## config.mk

```make
export PLATFORM = sky130hd
export DESIGN_NAME = mem_port_arbiter
export DESIGN_NICKNAME = d
export VERILOG_FILES = /design/src/rtl/mem_port_arbiter.sv
export SDC_FILE = /design/constraint.sdc
export NUM_CORES = 1
export LEC_CHECK = 0
export BUFFER_PORTS_ARGS = -buffer_cell sky130_fd_sc_hd__buf_2
export CORE_MARGIN = 1.5
export CORE_UTILIZATION = 29
export DETAILED_ROUTE_END_ITERATION = 7
export GPL_ROUTABILITY_DRIVEN = 1
export GPL_TIMING_DRIVEN = 0
export PLACE_DENSITY_LB_ADDON = 0.1
export RECOVER_POWER = 25
export SLEW_MARGIN = 20
export SYNTH_ARGS = -nofsm -noshare
export SYNTH_HDL_FRONTEND = slang
export SYNTH_SLANG_ARGS = --single-unit
export TNS_END_PERCENT = 1
```

## constraint.sdc

```tcl
create_clock -name CLK -period 2.04 [get_ports CLK]
set_input_delay 0.102 -clock CLK [delete_from_list [all_inputs] [get_ports CLK]]
set_output_delay 0.102 -clock CLK [all_outputs]
set_load 0.02 [all_outputs]
```

## src/rtl/mem_port_arbiter.sv

```systemverilog
// Arbiter sharing one fixed-latency single-port memory between IF and D.
// Optional IF starvation guard: define MEM_ARB_STARVE_GUARD_EN.
module mem_port_arbiter #(
    parameter int ADDR_W       = 12,
    parameter int LATENCY      = 2,
    parameter int STARVE_LIMIT = 4
) (
    input  logic              CLK,
    input  logic              RSTn,
    input  logic              if_req,
    input  logic [ADDR_W-1:0] if_addr,
    output logic              if_gnt,
    output logic              if_rvalid,
    output logic [31:0]       if_rdata,
    input  logic              d_req,
    input  logic              d_we,
    input  logic [3:0]        d_be,
    input  logic [ADDR_W-1:0] d_addr,
    input  logic [31:0]       d_wdata,
    output logic              d_gnt,
    output logic              d_rvalid,
    output logic [31:0]       d_rdata,
    output logic              busy,
    output logic              MEM_CSN,
    output logic              MEM_WEN,
    output logic [ADDR_W-1:0] MEM_ADDR,
    output logic [3:0]        MEM_BE,
    output logic [31:0]       MEM_DOUT,
    input  logic [31:0]       MEM_DI
);

    typedef enum logic [1:0] {IDLE, ACCESS, RESP} state_t;

    state_t     state;
    logic [3:0] cnt;
    logic       ownerD;
    logic       forceIf;
    logic       dWin;
    logic       ifWin;

`ifdef MEM_ARB_STARVE_GUARD_EN
    logic [3:0] starveCnt;

    assign forceIf = if_req && (starveCnt >= 4'(STARVE_LIMIT));

    // Count D grants that locked out a pending fetch; any IF grant or idle IF clears
    always_ff @(posedge CLK) begin
        if (!RSTn) begin
            starveCnt <= 4'd0;
        end else if (state == IDLE) begin
            if (ifWin || !if_req)
                starveCnt <= 4'd0;
            else if (dWin && starveCnt != 4'hF)
                starveCnt <= starveCnt + 4'd1;
        end
    end
`else
    assign forceIf = 1'b0;
`endif

    assign dWin   = d_req && !forceIf;
    assign ifWin  = if_req && !dWin;
    assign d_gnt  = RSTn && (state == IDLE) && dWin;
    assign if_gnt = RSTn && (state == IDLE) && ifWin;
    assign busy   = (state != IDLE);

    // Transaction FSM with registered memory strobes and response pulses
    always_ff @(posedge CLK) begin
        if (!RSTn) begin
            state     <= IDLE;
            cnt       <= 4'd0;
            ownerD    <= 1'b0;
            if_rvalid <= 1'b0;
            d_rvalid  <= 1'b0;
            if_rdata  <= 32'd0;
            d_rdata   <= 32'd0;
            MEM_CSN   <= 1'b1;
            MEM_WEN   <= 1'b1;
            MEM_ADDR  <= '0;
            MEM_BE    <= 4'd0;
            MEM_DOUT  <= 32'd0;
        end else begin
            if_rvalid <= 1'b0;
            d_rvalid  <= 1'b0;
            unique case (state)
                IDLE: begin
                    if (dWin || ifWin) begin
                        ownerD  <= dWin;
                        MEM_CSN <= 1'b0;
                        cnt     <= 4'(LATENCY);
                        state   <= ACCESS;
                        if (dWin) begin
                            MEM_ADDR <= d_addr;
                            MEM_WEN  <= ~d_we;
                            MEM_BE   <= d_be;
                            MEM_DOUT <= d_wdata;
                        end else begin
                            MEM_ADDR <= if_addr;
                            MEM_WEN  <= 1'b1;
                            MEM_BE   <= 4'hF;
                        end
                    end
                end
                ACCESS: begin
                    cnt <= cnt - 4'd1;
                    if (cnt == 4'd1) begin
                        MEM_CSN <= 1'b1;
                        MEM_WEN <= 1'b1;
                        state   <= RESP;
                        if (ownerD) begin
                            d_rvalid <= 1'b1;
                            d_rdata  <= MEM_WEN ? MEM_DI : 32'd0;
                        end else begin
                            if_rvalid <= 1'b1;
                            if_rdata  <= MEM_DI;
                        end
                    end
                end
                RESP: begin
                    state <= IDLE;
                end
                default: begin
                    state <= IDLE;
                end
            endcase
        end
    end

endmodule
```

Yosys cells after proc, flatten, opt, wreduce, memory -nomap -nowiden
Index checks and enable logic that the tools add are counted.

operators by class
  $add $sub $neg = 1
  equality and inequality tests = 4
  mux-type cells = 16
  bitwise gates (word level) = 2
  reductions and logical operators = 17

operators by type and width
  operator             count
  $mux 32              1
  $reduce_and 3->1     5
  $mux 12              1
  $mux 4               2
  $pmux 4 s2           1
  $mux 1               6
  $reduce_and 2->1     3
  $eq 4x1->1 const B   1
  $logic_and 1x1->1    4
  $mux 2               2
  $pmux 1 s2           2
  $pmux 2 s2           1
  $reduce_bool 2->1    2
  $sub 4x1->4 const B  1
  $eq 2x1->1 const B   1
  $logic_not 2->1      1
  $ne 2x1->1 const B   1
  $ne 2x2->1 const B   1
  $not 1->1            2
  $logic_not 1->1      1
  $logic_or 1x1->1     1

storage, ports and cells
  flip-flop bits (word level) = 123
  input port bits = 97
  output and inout port bits = 119
  word-level logic and storage cells = 52

Logic depth before layout (Yosys ltp)
Gate-level depths: netlist of the first run.

  depth after elaboration = 5
  depth in mapped cells = 7
  gate-level depth less buffers = 5

Worst setup path after synthesis of the first run
Ideal clock, no wire load.

  path type = reg-to-reg
  start = register cnt[0]
  end = register if_rdata[0]
  library setup time = 0.072 ns
  arrival = 1.454 ns
  required time = 1.968 ns
  slack = 0.514 ns
  stages on the path, launching flop included = 6
  buffers on the path = 1
  clock period less this slack = 1.526 ns
  path through = dfxtp_1 -> ha_1 -> nand2b_2 -> nor4_4 -> buf_6 -> mux2i_1

on the way
  longest elaborated chain between the ends = 2

RTL lines
  item                               line  RTL
  from (decl)                        35    logic [3:0] cnt;
  from (signal assigned)             90    cnt <= 4'(LATENCY);
  from (signal assigned)             105   cnt <= cnt - 4'd1;
  $eq 4x1->1                         106   if (cnt == 4'd1) begin
  $reduce_and 3->1 (no source line)  --
  to (signal assigned)               75    if_rdata <= 32'd0;
  to (signal assigned)               115   if_rdata <= MEM_DI;
  to (decl)                          14    output logic [31:0] if_rdata,

No other way between the ends.
A chain may end at the register's enable or synchronous reset.

Worst setup path in the final report of the first run
  start = register cnt[0]
  end = register if_rdata[15]

The elaborated chain is that of the path after synthesis.

==> impl_metrics.csv, run 1 <==
group,metric,value,unit
outcome,status,"completed",
final_layout,post-route-util,0.4481,
placed_design,dp_cells,976,
global_routing,grt_overflow_total,0,
global_routing,grtUsageTotal,0.1715,
logic_synthesis,syn_area,0.004882,mm²
sta,finalSetupViolCount,0,
clock_tree,cts-root-buf,"clkbuf_16",
logic_synthesis,synth_fa_ha_area_frac,0.005126,
critical_path,slowest_delay,560,ps
final_layout,syn_to_final_growth,51.67,%
critical_path,crit_path_end_kind,"flop",
critical_path,cp.buffers_inverters,1,
power,p_leak,3.099,nW
sta,hold_viol_final,0,
global_routing,grt_pass1_wl,23780,µm
critical_path,required,2370,ps
sta,slew-limit-headroom,0.5811,
critical_path,path_class,"flop to flop",
placed_design,routabilityCongestion,0.7365,
final_layout,fillers,1738,
critical_path,slowest_stage,"nor4_4",
logic_synthesis,netlist.area_leader.share,0.5044,
power,finalPower,6.366,mW
logic_synthesis,synthMuxAreaShare,0.1579,
logic_synthesis,synth_cells,543,
placed_design,io_buffers,213,
sta,drv_slew,0,
sta,min_period_over_period,0.8985,
logic_synthesis,syn_area_per_cell,8.991,µm²
sta,holdWs,30.28,ps
routing,drt_iter0_markers,135,
die,initial_core_util,0.2954,
sta,min_period,1833,ps
clock_tree,path_clk_slew,50,ps
logic_synthesis,ys_seq_elements,123,
final_layout,layoutNonFillerInstCount,1077,
logic_synthesis,syn_nets,642,
die,die_h,132.8,µm
die,rows,47,
sta,fin_setup_tns,0,ps
logic_synthesis,synth-compound-area-share,0.08790,
critical_path,path_max_fanout,10,
final_layout,nNetsFinal,943,
routing,via_per_inst,4.441,
routing,routed_wl,15090,µm
sta,rsz0062_at_grt,"false",
global_routing,antenna_found_initial,0,
global_routing,grt_max_degree,17,
clock_tree,ctsLongestPathBuffers,2,
flow_run,cap_violations,0,
routing,avgRoutedWirePerCell,14.01,µm
final_layout,layout_commonest_cell,"buf_2",
die,die_area,0.01762,mm²
logic_synthesis,yosys.area_share.simple,0.1917,
clock_tree,cts_buffers,17,
logic_synthesis,synth_top_family_by_area,"simple AND/OR/NAND/NOR gates",
routing,antenna_left,0,
logic_synthesis,yosys_warnings,0,
final_layout,antenna_cells,0,
final_layout,drive_gt1_frac,0.2439,
logic_synthesis,synthArstFlopShare,0,
logic_synthesis,synth_cell_types,34,
final_layout,multiInputGateArea,0.002170,mm²
logic_synthesis,seq_area_frac_synth,0.5044,
final_layout,seqCellArea,0.002462,mm²
power,ir_drop,554.1,µV
critical_path,crit_family,"simple AND/OR/NAND/NOR gates",
die,ioPinCount,216,
logic_synthesis,synth_xor_area_frac,0.001794,
logic_synthesis,synth_ff_type,"dfxtp_1",
placed_design,place_hpwl,11080,µm
clock_tree,htreeDepth,4,
routing,vias,4783,
final_layout,mostFrequentLayoutCells,"164 x buf_2, 161 x nand2_1, 123 x dfxtp_1, 89 x clkbuf_1, 77 x mux2i_1",
clock_tree,cts_tree,"built",
sta,max_freq,545.5,MHz
die,die_w,132.8,µm
logic_synthesis,synth_area_leaders,"dfxtp_1 50%, mux2i_1 16%, nand2_1 12%",
clock_tree,clkLatencyLatePin,410,ps
sta,tightest_slew,623.7,ps
routing,drtPass1Iterations,6,
clock_tree,cts_sinks,123,
power,p_per_area,859.7,mW/mm²
global_routing,first_global_vias,4691,
critical_path,cp_cell_sequence,"ha_1 > nand2b_2 > nor4_4 > buf_6 > mux2i_1",
routing,drc,0,
sta,clock_skew,8.353,ps
min_path,min_path_type,"input pin to flop",
logic_synthesis,yosysTopAreaCell,"dfxtp_1",
logic_synthesis,synth_edf_count,0,
critical_path,arrival,2160,ps
die,core_area,0.01652,mm²
critical_path,cp-start-kind,"flop",
routing by layer:
layer	up-vias	GRT usage	share of wire
met1	2196	0.2063	0.45
met2	124	0.2949	0.49
met4	0	0.06410	0.016
met3	19	0.04368	0.045
li1	2444	-	-
met5	-	0	0
per-stage QoR:
| stage | instance area (µm²) | worst slack (ps) |
|---|---|---|
| 2_1_floorplan | 4882 | 514.2 |
| 3_3_place_gp | 6223 | 258.1 |
| 3_5_place_dp | 6223 | 229.5 |
| 4_1_cts | 7480 | 206.4 |
| 5_1_grt | 7405 | 64.20 |
| 6_report | 7405 | 207.0 |
worst paths after layout:
path                                          startpoint                        end  slack, ps  depth (start not counted)
worst max-delay path                 cnt[0]$_SDFFE_PN0P_  if_rdata[15]$_SDFFE_PN0P_        210                          5
worst min-delay path                          if_addr[3]   MEM_ADDR[3]$_SDFFE_PN0P_         30                          3
worst min register to register  MEM_DOUT[1]$_SDFFE_PN0P_   MEM_DOUT[1]$_SDFFE_PN0P_        450                          2
worst max register to register       cnt[0]$_SDFFE_PN0P_  if_rdata[15]$_SDFFE_PN0P_        210                          5
registers in the layout (all words and copies together) (netlist names):
register / cells
MEM_BE: 4
MEM_ADDR: 12
if_rdata: 32
cnt: 4
MEM_CSN: 1
MEM_DOUT: 32
MEM_WEN: 1
ownerD: 1
d_rvalid: 1
d_rdata: 32
state: 2
if_rvalid: 1
report_power, final:
group,switching (mW),total [mW],leakage (nW),internal (mW)
sequential,0.0671,2.59,1.00,2.52
clock,1.08,2.84,0.275,1.76
combinational,0.550,0.930,1.82,0.379
area by class of cell:
type                       instances  share of cell area
buffer                            45             0.03075
sequential                       123              0.3325
clock inverter                    11             0.01284
timing repair buffer             282              0.2271
inverter                           6            0.003042
clock buffer                      21             0.06353
multi-input combinational        369              0.2930
tap                              220             0.03717
cell usage after synthesis (2+ instances only):
master and number:
a21oi_1 47, o221a_1 4, and2_1 2, nand3_1 33, nand2b_2 2, a211oi_1 12, dfxtp_1 123, clkbuf_1 28
ha_1 2, nor2_1 5, nand2_1 161, mux2i_1 77, buf_2 11, inv_1 4, o21ai_0 3, buf_6 6
nor3_1 3, inv_2 2, nor4_1 3
worst register-to-register path, delay by kind of cell (launching register included):
family	cells	cell delay, ps
flops	1	390
simple gates	2	690
mux	1	220
buf+inv	1	260
fa+ha+maj	1	190
cell families (layout without fill, tap and decap cells):
kind of cell | after synthesis | count (layout)
multiplexers | 77 | 77
adder cells (fa/ha/maj) | 2 | 2
flip-flops | 123 | 123
AND/OR/NAND/NOR | 218 | 218
AO/OA/AOI/OAI | 71 | 71
XOR/XNOR | 1 | 1
buffers and inverters | 51 | 365
what timing repair did:
action                    in CTS  in global routing
hold endpoints to repair     101                  0
resized for setup              0                  0
setup buffers                  0                  0
hold buffers                  69                  0
No activity file was read; power rests on OpenSTA's default activity.
==> inputs of run 2 (changes only) <==
- CORE_UTILIZATION: 29 -> 47
- SETUP_SLACK_MARGIN: default -> 0.5
==> run 2 against run 1 <==
Die area fell by 38%. Cell count down 5.0%. Setup slack better by 120 ps. Fmax rose by 6.9%. Power is 0.70% higher. Sequential power hardly changed. Flip-flop and latch count did not move. Clock skew shrank 2.5 ps. Count of clock-buffer cells in the layout up 1. Non-clock buffer count rose by 30. Critical path type is now flop to output pin. Largest cell class unchanged. Largest power group unchanged. Highest routed layer unchanged.
==> impl_metrics.csv, run 2 (synthesis results as in run 1) <==
group,metric,value,unit
final_layout,largest_registers,"MEM_DOUT x32, d_rdata x32, if_rdata x32",
sta,clock_skew,5.831,ps
clock_tree,path_clk_slew,60,ps
die,rows,37,
min_path,min_path_type,"input pin to flop",
critical_path,slowest_stage,"or3b_4",
clock_tree,cts_tree,"built",
routing,drc,0,
clock_tree,htreeDepth,4,
min_path,whs_path_depth,4,
sta,rsz0062_at_grt,"true",
routing,routed_wl,15480,µm
clock_tree,clkLatencyLatePin,510,ps
final_layout,syn_to_final_growth,56.43,%
flow_run,cap_violations,0,
routing,via_per_inst,5.079,
critical_path,crit_path_end_kind,"output pin",
power,ir_drop,521.7,µV
final_layout,post-route-util,0.7499,
final_layout,multiInputGateArea,0.002191,mm²
final_layout,seqCellArea,0.002471,mm²
final_layout,layout_commonest_cell,"buf_2",
routing,avgRoutedWirePerCell,15.13,µm
critical_path,cp_cell_sequence,"or3b_4 > buf_8 > nor2_4 > buf_6",
placed_design,place_hpwl,9927,µm
critical_path,r2r_end,"d_rdata[27]$_SDFFE_PN0P_",
outcome,status,"completed",
die,die_h,104.9,µm
final_layout,fillers,773,
clock_tree,cts_sinks,123,
critical_path,path_max_fanout,3,
routing,vias,5196,
die,ioPinCount,216,
power,finalPower,6.411,mW
sta,min_period_over_period,0.8405,
final_layout,nNetsFinal,973,
die,core_area,0.01018,mm²
sta,fin_setup_tns,0,ps
final_layout,antenna_cells,0,
min_path,hp-start,"if_req",
die,die_area,0.01101,mm²
sta,finalSetupViolCount,0,
sta,max_freq,583.2,MHz
critical_path,cp-start-kind,"flop",
global_routing,grt_overflow_total,0,
sta,slew-limit-headroom,0.6248,
die,initial_core_util,0.4794,
critical_path,required,1940,ps
placed_design,dp_slack,243.0,ps
routing,drt_iter0_markers,235,
final_layout,mostFrequentLayoutCells,"163 x buf_2, 161 x nand2_1, 120 x dfxtp_1, 94 x dlygate4sd3_1, 87 x clkbuf_1",
global_routing,first_global_vias,5223,
clock_tree,cts_buffers,17,
final_layout,layoutNonFillerInstCount,1023,
clock_tree,cts-root-buf,"clkbuf_8",
routing,drtPass1Iterations,5,
power,p_per_area,839.4,mW/mm²
critical_path,slowest_delay,410,ps
sta,tightest_slew,562.8,ps
critical_path,rr_worst_depth,7,
min_path,holdPathEnd,"ownerD$_SDFFE_PN0P_",
sta,drv_slew,0,
critical_path,arrival,1610,ps
critical_path,path_class,"flop to output pin",
placed_design,routabilityCongestion,0.7587,
final_layout,drive_gt1_frac,0.2503,
global_routing,grt_pass1_wl,24710,µm
clock_tree,ctsLongestPathBuffers,2,
global_routing,grt_max_degree,17,
sta,hold_viol_final,0,
sta,min_period,1715,ps
routing,antenna_left,0,
sta,setup_slack,325.3,ps
die,die_w,104.9,µm
critical_path,ff2ff_setup_slack,340,ps
critical_path,r2r_start,"cnt[1]$_SDFFE_PN0P_",
placed_design,dp_cells,892,
global_routing,grtUsageTotal,0.2779,
global_routing,antenna_found_initial,0,
power,p_leak,3.235,nW
placed_design,io_buffers,213,
==> run 2: changes by cell type in the layout (fill, tap and decap cells not counted), sizes merged <==
cell,delta
buf,+7
clkbuf,-1
clkinv,-3
clkinvlp,+2
dlygate4sd3,+25
==> run 2: layout make-up <==
type,instances,area share
plain buffers,45,0.03162
flip-flops and latches,123,0.3236
well taps,136,0.02228
clock buffers,22,0.06193
repair buffers,312,0.2588
clock inverters,10,0.01196
inverters,6,0.002949
multi-input cells,369,0.2869
==> run 2: repair_timing <==
| item | in CTS | in global routing |
|---|---|---|
| pin swaps | 1 | 1 |
| endpoints found under the setup margin | 76 | 73 |
| endpoints found under the hold margin | 114 | 0 |
| resized for setup | 7 | 12 |
| hold buffers | 94 | 0 |
| buffers inserted | 3 | 2 |
==> run 2: where the power goes <==
| group | switching (mW) | leakage (nW) | internal [mW] |
|---|---|---|---|
| clock network | 1.07 | 0.265 | 1.74 |
| registers | 0.0688 | 1.00 | 2.52 |
| logic | 0.577 | 1.97 | 0.437 |
| total | 1.71 | 3.24 | 4.70 |
==> run 2: worst max path at each step <==
stage | startpoint | end | slack, ps | cells past startpoint
after floorplan | cnt[0]$_SDFFE_PN0P_ | if_rdata[0]$_SDFFE_PN0P_ | 510 | 5
final | state[0]$_SDFFE_PN0P_ | d_gnt | 330 | 4
after CTS | cnt[0]$_SDFFE_PN0P_ | d_rdata[11]$_SDFFE_PN0P_ | 280 | 6
after detailed placement | cnt[0]$_SDFFE_PN0P_ | if_rdata[6]$_SDFFE_PN0P_ | 240 | 5
after global routing | cnt[1]$_SDFFE_PN0P_ | d_rdata[0]$_SDFFE_PN0P_ | 190 | 7
after global placement | cnt[0]$_SDFFE_PN0P_ | if_rdata[6]$_SDFFE_PN0P_ | 320 | 5
==> run 2: worst max-delay path, delay by kind of cell, from the launching register on <==
family | cells | cell delay (ps)
DFF | 1 | 350
and+or+nand+nor | 2 | 490
buffers and inverters | 2 | 260
==> run 2: stage by stage <==
| stage | hold slack (ps) | instance area [µm²] |
|---|---|---|
| floorplan | 238.0 | 4882 |
| global placement | 342.2 | 6118 |
| detailed placement | 349.5 | 6118 |
| CTS | 10.52 | 7664 |
| global route | 66.24 | 7637 |
| finish | 21.54 | 7637 |
==> run 2: routing by layer <==
metal  track usage  vias to the layer above  share of wire
li1              -                     2504              -
met1        0.3243                     2439           0.42
met2        0.4874                      212           0.50
met3       0.06363                       41          0.063
met4        0.1164                        0          0.025
met5             0                        -              0
